$ cat config.mk
export PLATFORM = sky130hd
export DESIGN_NAME = alu_share_arb
export DESIGN_NICKNAME = d
export VERILOG_FILES = /design/src/rtl/alu_arb_pkg.sv /design/src/rtl/alu_arb_rr.sv /design/src/rtl/alu_share_arb.sv
export SDC_FILE = /design/constraint.sdc
export NUM_CORES = 1
export LEC_CHECK = 0
export CAP_MARGIN = 20
export CORE_UTILIZATION = 42
export DETAILED_ROUTE_END_ITERATION = 6
export GPL_TIMING_DRIVEN = 0
export PLACE_DENSITY = 0.86
export SETUP_SLACK_MARGIN = 0.05
export SLEW_MARGIN = 20
export SYNTH_ARGS = -nofsm -noshare
export SYNTH_HDL_FRONTEND = slang
export SYNTH_SLANG_ARGS = --single-unit
$ cat constraint.sdc
create_clock -name clk -period 6.35 [get_ports clk]
set_input_delay 0.635 -clock clk [delete_from_list [all_inputs] [get_ports clk]]
set_output_delay 0.635 -clock clk [all_outputs]
set_load 0.01 [all_outputs]
$ cat src/rtl/alu_arb_pkg.sv
// alu_arb_pkg: shared types and constants for the two-port ALU arbiter.
// Latency: n/a (types, constants and a pure grant-selection helper).
// Backpressure: n/a.
package alu_arb_pkg;

    typedef enum logic [1:0] {
        IDLE = 2'd0,
        EXEC = 2'd1,
        RESP = 2'd2
    } state_t;

    // ALU control unit select encoding
    localparam logic [3:0] SEL_AND = 4'b0000;
    localparam logic [3:0] SEL_OR  = 4'b0001;
    localparam logic [3:0] SEL_ADD = 4'b0010;
    localparam logic [3:0] SEL_SUB = 4'b0110;

    // Value parked on the ALU select bus whenever no operation is executing
    localparam logic [3:0] SEL_IDLE = SEL_AND;

    // One-hot grant from two valids; prio picks the winner only on contention
    function automatic logic [1:0] pick_grant(input logic [1:0] valid, input logic prio);
        logic [1:0] g;
        g = valid;
        if (valid == 2'b11) begin
            g = prio ? 2'b10 : 2'b01;
        end
        return g;
    endfunction

endpackage

$ cat src/rtl/alu_arb_rr.sv
// alu_arb_rr: two-port grant selection for the shared ALU (valid-qualified one-hot grant).
// Latency: grant is combinational from valid; priority pointer moves on the handshake edge.
// Backpressure: none; the caller qualifies the grant with its own idle condition.
// Build option: ALU_ARB_RR_EN enables the round-robin pointer; otherwise port 0 always wins.
module alu_arb_rr
    import alu_arb_pkg::*;
(
    input  logic       clk,
    input  logic       rst,
    input  logic [1:0] valid,
    input  logic       handshake,
    output logic [1:0] grant
);

`ifdef ALU_ARB_RR_EN
    logic prio_q;
    logic prio_d;

    assign grant = pick_grant(valid, prio_q);

    // After a handshake the port that did not win gets priority next time
    always_comb begin
        prio_d = prio_q;
        if (handshake) begin
            prio_d = grant[0];
        end
    end

    // Priority pointer; port 0 favoured out of reset
    always_ff @(posedge clk or posedge rst) begin
        if (rst) begin
            prio_q <= 1'b0;
        end else begin
            prio_q <= prio_d;
        end
    end
`else
    // Fixed priority has no state, so clock, reset and handshake are not needed here
    logic unused_fixed;
    assign unused_fixed = ^{clk, rst, handshake};

    assign grant = pick_grant(valid, 1'b0);
`endif

endmodule

$ cat src/rtl/alu_share_arb.sv
// alu_share_arb: shares one external combinational ALU between two requesters, one op in flight.
// Latency: response valid two edges after the request handshake; new issue at most every 3 cycles.
// Backpressure: request ready is low while busy; the response is held until the owner's ready.
// Build option: ALU_ARB_RR_EN selects round-robin priority (default: fixed, port 0 wins).
module alu_share_arb
    import alu_arb_pkg::*;
#(
    parameter int WIDTH = 32
) (
    input  logic             clk,
    input  logic             rst,
    input  logic             req0_valid,
    output logic             req0_ready,
    input  logic [WIDTH-1:0] req0_a,
    input  logic [WIDTH-1:0] req0_b,
    input  logic [3:0]       req0_sel,
    input  logic             req1_valid,
    output logic             req1_ready,
    input  logic [WIDTH-1:0] req1_a,
    input  logic [WIDTH-1:0] req1_b,
    input  logic [3:0]       req1_sel,
    output logic [WIDTH-1:0] alu_a,
    output logic [WIDTH-1:0] alu_b,
    output logic [3:0]       alu_sel,
    input  logic [WIDTH-1:0] alu_result,
    output logic             rsp0_valid,
    input  logic             rsp0_ready,
    output logic             rsp1_valid,
    input  logic             rsp1_ready,
    output logic [WIDTH-1:0] rsp_result,
    output logic             busy
);

    state_t           state_q;
    logic [WIDTH-1:0] op_a_q;
    logic [WIDTH-1:0] op_b_q;
    logic [3:0]       op_sel_q;
    logic             owner_q;
    logic             busy_q;
    logic [WIDTH-1:0] rsp_result_q;
    logic [1:0]       rsp_valid_q;

    logic [WIDTH-1:0] op_a_d;
    logic [WIDTH-1:0] op_b_d;
    logic [3:0]       op_sel_d;
    logic [1:0]       req_valid;
    logic [1:0]       req_ready;
    logic [1:0]       rsp_ready;
    logic [1:0]       grant;
    logic             handshake;
    logic             rsp_done;

    assign req_valid = {req1_valid, req0_valid};
    assign rsp_ready = {rsp1_ready, rsp0_ready};

    alu_arb_rr u_arb (
        .clk       (clk),
        .rst       (rst),
        .valid     (req_valid),
        .handshake (handshake),
        .grant     (grant)
    );

    // Grant is already valid-qualified and one-hot; ready is held off during reset so no
    // handshake can be accepted before the first edge with reset released
    assign req_ready  = (state_q == IDLE && !rst) ? grant : 2'b00;
    assign handshake  = |req_ready;
    assign req0_ready = req_ready[0];
    assign req1_ready = req_ready[1];

    assign rsp_done = |(rsp_valid_q & rsp_ready);

    // Operands of whichever port wins this cycle
    always_comb begin
        op_a_d   = req0_a;
        op_b_d   = req0_b;
        op_sel_d = req0_sel;
        if (req_ready[1]) begin
            op_a_d   = req1_a;
            op_b_d   = req1_b;
            op_sel_d = req1_sel;
        end
    end

    // Operation FSM: capture on handshake, drive the ALU for one cycle, then hold the response.
    // Operand registers double as the ALU drive, so they are cleared when leaving EXEC.
    always_ff @(posedge clk or posedge rst) begin
        if (rst) begin
            state_q      <= IDLE;
            op_a_q       <= '0;
            op_b_q       <= '0;
            op_sel_q     <= SEL_IDLE;
            owner_q      <= 1'b0;
            busy_q       <= 1'b0;
            rsp_result_q <= '0;
            rsp_valid_q  <= 2'b00;
        end else begin
            case (state_q)
                IDLE: begin
                    if (handshake) begin
                        op_a_q   <= op_a_d;
                        op_b_q   <= op_b_d;
                        op_sel_q <= op_sel_d;
                        owner_q  <= req_ready[1];
                        busy_q   <= 1'b1;
                        state_q  <= EXEC;
                    end
                end
                EXEC: begin
                    rsp_result_q <= alu_result;
                    rsp_valid_q  <= owner_q ? 2'b10 : 2'b01;
                    op_a_q       <= '0;
                    op_b_q       <= '0;
                    op_sel_q     <= SEL_IDLE;
                    state_q      <= RESP;
                end
                RESP: begin
                    if (rsp_done) begin
                        rsp_valid_q <= 2'b00;
                        busy_q      <= 1'b0;
                        state_q     <= IDLE;
                    end
                end
                default: begin
                    rsp_valid_q <= 2'b00;
                    busy_q      <= 1'b0;
                    state_q     <= IDLE;
                end
            endcase
        end
    end

    assign alu_a      = op_a_q;
    assign alu_b      = op_b_q;
    assign alu_sel    = op_sel_q;
    assign rsp0_valid = rsp_valid_q[0];
    assign rsp1_valid = rsp_valid_q[1];
    assign rsp_result = rsp_result_q;
    assign busy       = busy_q;

endmodule

==> metrics, run 1 <==
status finished, violations left; failing checks design-rule violations; endpoint type of the worst setup path output port; Worst Skew 13.8 ps; r2r startpoint state_q[0]; Max IR drop VDD 199 uV; Hold Crit Class flop to flop; first-pass GRT wire length 27.9 mm; Clock Latency Late Sink 340 ps; worst slack at placement 3050 ps; Area growth syn-to-layout 66.6%; die area 0.0124 sq mm; largest family of logic cells by synthesized area simple AND/OR/NAND/NOR gates; Slowest-stage cell, CP clkdlybuf4s50_1; most frequent cell after synthesis and3_1; cell taking the most area after synthesis dfrtp_1; Total Nets Final 878; largest net degree at the start of global routing 70; final WL 18.1 mm; cts hold-fix bufs 0; Synth top cells by count 136 x and3_1, 106 x dfrtp_1, 68 x a221o_1, 30 x mux2_1, 20 x clkbuf_1; yosys warns 0; type of origin of the critical path input pin; cells on worst reg2reg path 6; CTS Buffer Depth 2; worst path cell trace clkdlybuf4s50_1 > nor3_4 > clkbuf_1 > and2_1 > clkdlybuf4s50_1; critical path data arrival time 2690 ps; Layout fillers 791; number of synthesized flops with an enable pin 0; cell count after placement 836; fin crit share 52.3%; simple-gate share of the synthesized area 18.6%; fraction of registers with async set/reset 100%; post-synthesis xor/xnor area fraction 0%; FF-to-FF setup slack 4520 ps; share of cells above drive strength 1 7.49%; clk root buf clkbuf_16; Synth Area in Adders 0%; Cell Area, Synth 0.00502 sq mm; Initial Util 43.6%; TNS Setup 0 ps; Final ANT Viol Nets 0; Synth Area per Inst 12.1 sq um; Die W 111 microns; Final Wtd Congestion 0.814; CTS clk-pin slew, worst paths 60 ps; post-synth net total 588; worst setup margin 3030 ps; Post-route DRC 40; vias in the first global route 5,100; Pwr Density 426 mW/mm^2; post-layout min period 3320 ps; relative slew slack 71.6%; HPWL Detailed 13.6 mm; Core Region 0.0115 sq mm; share of the synthesized area in the top cell type 52.8%; Antenna Cells 0; mux contribution to synthesized area 7.17%; 1st-iter DRT viols 398; top cells by area, synth dfrtp_1 53%, and3_1 17%, a221o_1 14%; Critical Path RT 5710 ps; Worst Tran Pin Value 426 ps; Num Clock Sinks 106; initial antenna violation count 0; IO Port Bufs 278; count of non-filler cells in the finished layout 851; IO Pins 279; postcts setup bufs 0; GR Overflow Total 0; Row Count 39; worst-path fanout max 10; vias per cell 5.74; Final setup viols 0; cts bufs inserted 9; CP startpoint rst; Hold Vio Cnt, Final 0; Fmax 301 MHz; Compound-Gate Fraction of Synth Area 15.1%; Pre-antenna DRT Iters 7; Slew Viols, Final 0; Cells after Synth 414; CTS tree built; P_leak 0.00396 uW; vias 4,883; register area share after synthesis 52.8%; Die Y 111 microns; Netlist cell types 26; GRT Util Overall 29.2%; cell count of the worst hold path 1; RSZ-0062 raised after global routing no; Crit path top cell by count clkdlybuf4s50_1; Reg-to-Reg End alu_sel[1]; CTS H-Tree Depth 3; max-cap violation count 0; CP Class input pin to output port; WL/cell 21.3 microns; Top FF cell, synth dfrtp_1; post-cts gate resize count 0; CP endpoint req0_ready; Seq cells post-synth 106; slowest stage delay, CP 570 ps
==> layout by cell type (no fill, tap or decap), types with 2 or more instances in the layout <==
cell / n
a221o_1: 68
a22oi_1: 2
and2_1: 2
and3_1: 136
buf_2: 13
buf_4: 2
buf_6: 13
bufinv_16: 3
clkbuf_1: 20
clkbuf_16: 9
clkbuf_8: 2
clkdlybuf4s50_1: 278
dfrtp_1: 106
inv_1: 2
mux2_1: 30
mux2_2: 2
nand2_1: 2
o21ai_0: 2
o22ai_1: 2
==> through the flow <==
stage	hold slack (ps)	util (%)	total power, uW	cell area (sq um)
after global routing	509	72.7	3730	8370
after detailed placement	475	69.6	2920	8020
after global placement	466	69.3	2850	7990
final	489	72.7	3560	8370
after CTS	490	72.7	3580	8370
after floorplan	443	-	1910	5020
==> flip-flops by register name (all words and copies together), names as in the netlist <==
| register | cells |
|---|---|
| alu_sel | 4 |
| rsp_result | 32 |
| alu_a | 32 |
| state_q | 2 |
| busy | 1 |
| alu_b | 32 |
| owner_q | 1 |
| rsp_valid_q | 2 |
==> worst min path at each step <==
stage,start,slack (ps),to
after floorplan,owner_q,440,rsp_valid_q[0]
after global placement,rsp_result[0],470,rsp_result[0]
after detailed placement,rsp_result[0],480,rsp_result[0]
after CTS,rsp_result[0],490,rsp_result[0]
after global routing,rsp_result[0],510,rsp_result[0]
final,rsp_result[0],490,rsp_result[0]
==> critical path, delay by kind of cell <==
family | cells | cell delay [ps]
simple gates | 2 | 590
buf+inv | 3 | 1460
==> area by class of cell <==
cell class | instances | area, sq um | area share [%]
repair buffers | 279 | 2810 | 33.6
flip-flops and latches | 106 | 2650 | 31.7
clock inverters | 4 | 98.8 | 1.18
plain buffers | 48 | 302 | 3.60
clock buffers | 11 | 253 | 3.02
multi-input cells | 256 | 2050 | 24.5
well taps | 143 | 179 | 2.14
inverters | 4 | 20.0 | 0.239
==> power breakdown <==
part           switching (uW)  internal (uW)  total, uW
combinational             698            995       1690
sequential                207           1010       1220
clock                     247            406        653
total                    1150           2410       3560
==> layer usage <==
metal	vias up	track usage, %	wire [microns]
met1	2394	34.1	6830
met4	0	12.9	557
met3	38	6.86	1540
met5	-	0	0
li1	2182	-	-
met2	269	51.0	9160
==> cell families after synthesis <==
kind of cell           count (synthesis)
multiplexers                          32
buffers and inverters                 52
AND/OR/NAND/NOR                      146
AO/OA/AOI/OAI                         78
flip-flops                           106
Note: power is estimated with default switching activity, not from simulation.
==> inputs of run 2 (changes only) <==
- CORE_UTILIZATION: 42 -> 39
- PLACE_DENSITY: 0.86 -> 0.81
- clock period: 6.35 -> 3.36 ns (I/O delays scaled with it)
==> run 2 against run 1 <==
- the flow now finishes without violations
- sequential share of layout area rose by 0.081 points
- combinational power rose by 88%
- routed wire length fell by 5.6%
- sequential cell count did not move
- critical path type unchanged
- largest cell class unchanged
==> metrics, run 2 (synthesized netlist as in run 1, its figures left out) <==
Total Nets Final 878 (unchanged); Hold Vio Cnt, Final 0 (unchanged); most frequent cells in the layout 278 x clkdlybuf4s50_1, 136 x and3_1, 106 x dfrtp_1; worst setup margin 653 ps (-2380 ps); clk root buf clkbuf_16; Worst Skew 8.05 ps (-5.77 ps); Slew Viols, Final 0 (unchanged); Fmax 369 MHz; post-layout min period 2710 ps; cell count of the worst hold path 1 (unchanged); Pre-antenna DRT Iters 5 (-2); post-cts gate resize count 0 (unchanged); Clock Latency Late Sink 340 ps (about the same); Area growth syn-to-layout 66.2%; IO Port Bufs 278 (unchanged); cts hold-fix bufs 0 (unchanged); worst-path fanout max 10 (unchanged); CTS Buffer Depth 2 (unchanged); CTS clk-pin slew, worst paths 60 ps (about the same); HPWL Detailed 12.9 mm (-5.7%); max-cap violation count 0 (unchanged); Row Count 41 (+5.1%); postcts setup bufs 0 (unchanged); Final setup viols 0 (unchanged); WL/cell 19.4 microns (-8.7%); GR Overflow Total 0 (unchanged); Design Area, Final 0.00835 sq mm (-0.25%); Clk network pwr share 16.2% (-2.1 points); status finished, final reports clean; Critical Path RT 3020 ps (-2690 ps); dpl cell area 0.00805 sq mm (+0.45%); critical path data arrival time 2370 ps (-320 ps); hold endpoint rsp_result[9]; final WL 17.1 mm (-5.6%); first-pass GRT wire length 25.8 mm (-7.5%); endpoint type of the worst setup path output port; fin crit share 80.6%; Core Util, Final 66.4% (-6.3 points); cells on worst reg2reg path 6 (unchanged); die area 0.0133 sq mm (+7.6%); internal power 4380 uW (+82%); vias per cell 5.45 (-5.1%); share of cells above drive strength 1 7.34% (-0.14 points); RSZ-0062 raised after global routing no; IO Pins 279 (unchanged); cell count after placement 865 (+3.5%); Reg-to-Reg End alu_a[27]; Core Region 0.0126 sq mm (+9.1%); P_leak 0.00393 uW (-0.75%); vias 4,794 (-1.8%); CTS tree built; FF-to-FF setup slack 1570 ps (-2950 ps); CP Class input pin to output port; Post-route DRC 0 (-100%); Initial Util 40.0% (-3.7 points); r2r startpoint state_q[0]; Antenna Cells 0 (unchanged); Num Clock Sinks 106 (unchanged); Pwr Density 783 mW/mm^2 (+84%); Psw 2150 uW (+87%); Final ANT Viol Nets 0 (unchanged); hold_sp rsp_result[9]; GRT Util Overall 25.4% (-3.7 points); Hold Crit Class flop to flop; largest net degree at the start of global routing 62 (-11%); Power, Total 6530 uW (+83%); commonest non-fill, non-tap cell in the layout clkdlybuf4s50_1; worst slack at placement 602 ps (-2450 ps); initial antenna violation count 0 (unchanged); 1st-iter DRT viols 342 (-14%); Worst Tran Pin Value 494 ps (+68.6 ps); Die Y 115 microns (+3.7%); type of origin of the critical path input pin; CTS H-Tree Depth 3 (unchanged); Final Wtd Congestion 0.822 (+0.92%); combinational share of power 48.7% (+1.2 points); Sw Share 32.9% (+0.59 points); vias in the first global route 4,826 (-5.4%); relative slew slack 67.0% (-4.6 points); register share of total power 35.1% (+0.9 points); cts bufs inserted 9 (unchanged); Max IR drop VDD 319 uV (+60%); count of non-filler cells in the finished layout 880 (+3.4%); Die W 115 microns (+3.7%)
run 2: cell types whose count changed in the layout (fill, tap and decap cells not counted):
cell,change
inv_6,+1
clkinv_2,+1
clkbuf_1,+1
bufinv_16,-2
clkbuf_8,-1
clkinvlp_4,+1
clkinv_4,-1
run 2: per-stage QoR:
stage          TNS, ps  hold WS [ps]
2_1_floorplan        0           443
3_3_place_gp   -141540           466
3_5_place_dp         0           474
4_1_cts              0           489
5_1_grt              0           502
6_report             0           483
run 2: layout make-up:
class	count	area, sq um
buffer	48	302
clock buffer	11	243
clock inverter	4	51.3
fill	961	4220
inverter	4	20.0
multi-input combinational	256	2050
sequential	106	2650
tap	172	215
timing repair buffer	279	2810
run 2: worst max path at each step:
stage	from	end	cells past startpoint	slack, ps
6_report	rst	req0_ready	5	650
4_1_cts	rst	req0_ready	5	590
3_5_place_dp	rst	req0_ready	5	600
5_1_grt	rst	req0_ready	5	500
3_3_place_gp	rst	rsp_result[24]	2	-1340
2_1_floorplan	rst	alu_a[0]	1	240
run 2: critical path, cell delays in order:
cell             delay [ps]
clkdlybuf4s50_1         540
nor3_4                  370
clkbuf_1                350
and2_1                  210
clkdlybuf4s50_1         560
run 2: metal layers:
layer	vias to the layer above	GRT usage (%)	part of all wire, %
met3	35	5.65	8.1
li1	2181	-	-
met1	2341	31.4	40
met5	-	0	0
met4	0	10.7	3.1
met2	237	43.1	49
run 2: power by group through the flow:
stage	Clock [uW]	Combinational (uW)	Sequential [uW]
6_report	1060	3180	2290
4_1_cts	1070	3210	2290
3_3_place_gp	0	3130	2280
3_5_place_dp	0	3200	2300
5_1_grt	1120	3400	2360
2_1_floorplan	0	1070	2540
==> inputs of run 3 (changes only) <==
- CORE_UTILIZATION: 39 -> 35
- PLACE_DENSITY: 0.81 -> 0.77
- clock period: 3.36 -> 2.4 ns (I/O delays scaled with it)
==> run 3 against run 2 <==
- critical path depth stayed put
- sequential share of layout area shrank 0.43 points
- design area is 1.4% higher
- combinational power up 40%
- non-clock buffer count grew 8
- final cell count is 1.9% higher
- via count is 0.10% lower
- clock skew rose by 3.1 ps
==> metrics, run 3 (synthesized netlist as in run 1, its figures left out) <==
final WL 16.6 mm (-2.8%); TNS Setup 0 ps (unchanged); HPWL Detailed 12.5 mm (-2.8%); Core Util, Final 60.8% (-5.7 points); Post-route DRC 0 (unchanged); Hold Vio Cnt, Final 0 (unchanged); Num Clock Sinks 106 (unchanged); Core Region 0.0139 sq mm (+11%); share of cells above drive strength 1 8.79% (+1.4 points); commonest non-fill, non-tap cell in the layout clkdlybuf4s50_1; Fmax 432 MHz; critical path data arrival time 2070 ps (-300 ps); Max IR drop VDD 446 uV (+40%); Pre-antenna DRT Iters 6 (+1); CTS H-Tree Depth 3 (unchanged); most frequent cells in the layout 277 x clkdlybuf4s50_1, 136 x and3_1, 105 x dfrtp_1; Die Y 122 microns (+5.5%); type of origin of the critical path input pin; Final ANT Viol Nets 0 (unchanged); post-layout min period 2310 ps; cts bufs inserted 9 (unchanged); Die W 122 microns (+5.5%); fin crit share 96.4%; CTS clk-pin slew, worst paths 80 ps (+20 ps); largest net degree at the start of global routing 36 (-42%); Area growth syn-to-layout 68.5%; IO Pins 279 (unchanged); Worst Tran Pin Value 471 ps (-23.8 ps); Total Nets Final 886 (+0.91%); Slew Viols, Final 0 (unchanged); P_leak 0.00401 uW (+2.0%); Final setup viols 0 (unchanged); GR Overflow Total 0 (unchanged); clk root buf clkbuf_16; vias 4,789 (-0.10%); Pwr Density 1070 mW/mm^2 (+37%); Critical Path RT 2160 ps (-860 ps); worst-path fanout max 10 (unchanged); vias in the first global route 4,759 (-1.4%); Antenna Cells 0 (unchanged); Top Metal Used met4; endpoint type of the worst setup path output port; initial antenna violation count 0 (unchanged); 1st-iter DRT viols 277 (-19%); Row Count 43 (+4.9%); RSZ-0062 raised after global routing yes; status finished, final reports clean; CP Class input pin to output port; CTS tree built; WL/cell 18.5 microns (-4.6%); wire length on met3 1.31 mm (-5.4%); max-cap violation count 0 (unchanged); first-pass GRT wire length 24.9 mm (-3.5%); Worst Skew 11.2 ps (+3.11 ps); die area 0.0148 sq mm (+11%); vias per cell 5.34 (-2.0%); Met1 Wirelength 6.85 mm (+0.66%); met2 WL post-DR 8.24 mm (-1.5%); Initial Util 36.1% (-3.9 points); relative slew slack 68.6% (+1.6 points); Final Wtd Congestion 0.779 (-5.3%); IO Port Bufs 278 (unchanged); GRT Util Overall 21.8% (-3.6 points); Clock Latency Late Sink 340 ps (about the same); CTS Buffer Depth 2 (unchanged); Hold Crit Class input pin to async pin
[run 3: final timing paths]
path | from | to | slack (ps) | cells past startpoint
worst max register to register | state_q[0] | rsp_result[25] | 580 | 5
worst min register to register | rsp_result[26] | rsp_result[26] | 490 | 1
worst max-delay path | rst | req0_ready | 90 | 5
min in group clk | rsp_result[26] | rsp_result[26] | 490 | 1
max in group asynchronous | rst | alu_a[8] | 1240 | 5
worst min-delay path | rst | alu_a[27] | 380 | 2
[run 3: per-stage QoR]
| step | cells | setup slack, ps | hold WS [ps] | instance area (sq um) | power [uW] |
|---|---|---|---|---|---|
| finish | 897 | 86.8 | 381 | 8470 | 9060 |
| global route | 897 | 18.6 | 407 | 8470 | 9570 |
| CTS | 896 | 69.5 | 358 | 8460 | 9130 |
| detailed placement | 876 | -119 | 467 | 8140 | 7680 |
| global placement | 872 | -246 | 466 | 8040 | 7550 |
| floorplan | 414 | 886 | 375 | 5030 | 5060 |
[run 3: final cells by class]
class / instances / area [sq um]
inverters: 4 / 18.8
fillers: 1099 / 5470
clock buffers: 10 / 229
well taps: 180 / 225
plain buffers: 48 / 303
repair buffers: 287 / 2930
flip-flops and latches: 106 / 2650
multi-input cells: 256 / 2060
clock inverters: 6 / 51.3
[run 3: where the power goes]
part / switching (uW) / total, uW / internal, uW / leakage (uW)
registers: 539 / 3210 / 2670 / 0.00131
logic: 1780 / 4450 / 2670 / 0.00256
clock network: 680 / 1400 / 720 / 0.000139
[run 3: timing repair]
item / CTS / global route
hold buffers: 0 / 0
gates resized for setup: 3 / 2
setup endpoints to repair: 2 / 2
buffers inserted: 4 / 1
pin swaps: 1 / 0
[run 3: layer usage]
metal  track usage (%)  up-vias
met4              6.40        0
met1              27.6     2334
met2              37.5      239
li1                  -     2199
met5                 0        -
met3              4.40       17
[run 3: critical path, stage by stage]
cell             delay, ps
clkdlybuf4s50_1        530
nor3_4                 320
buf_2                  240
and2_1                 180
clkdlybuf4s50_1        560
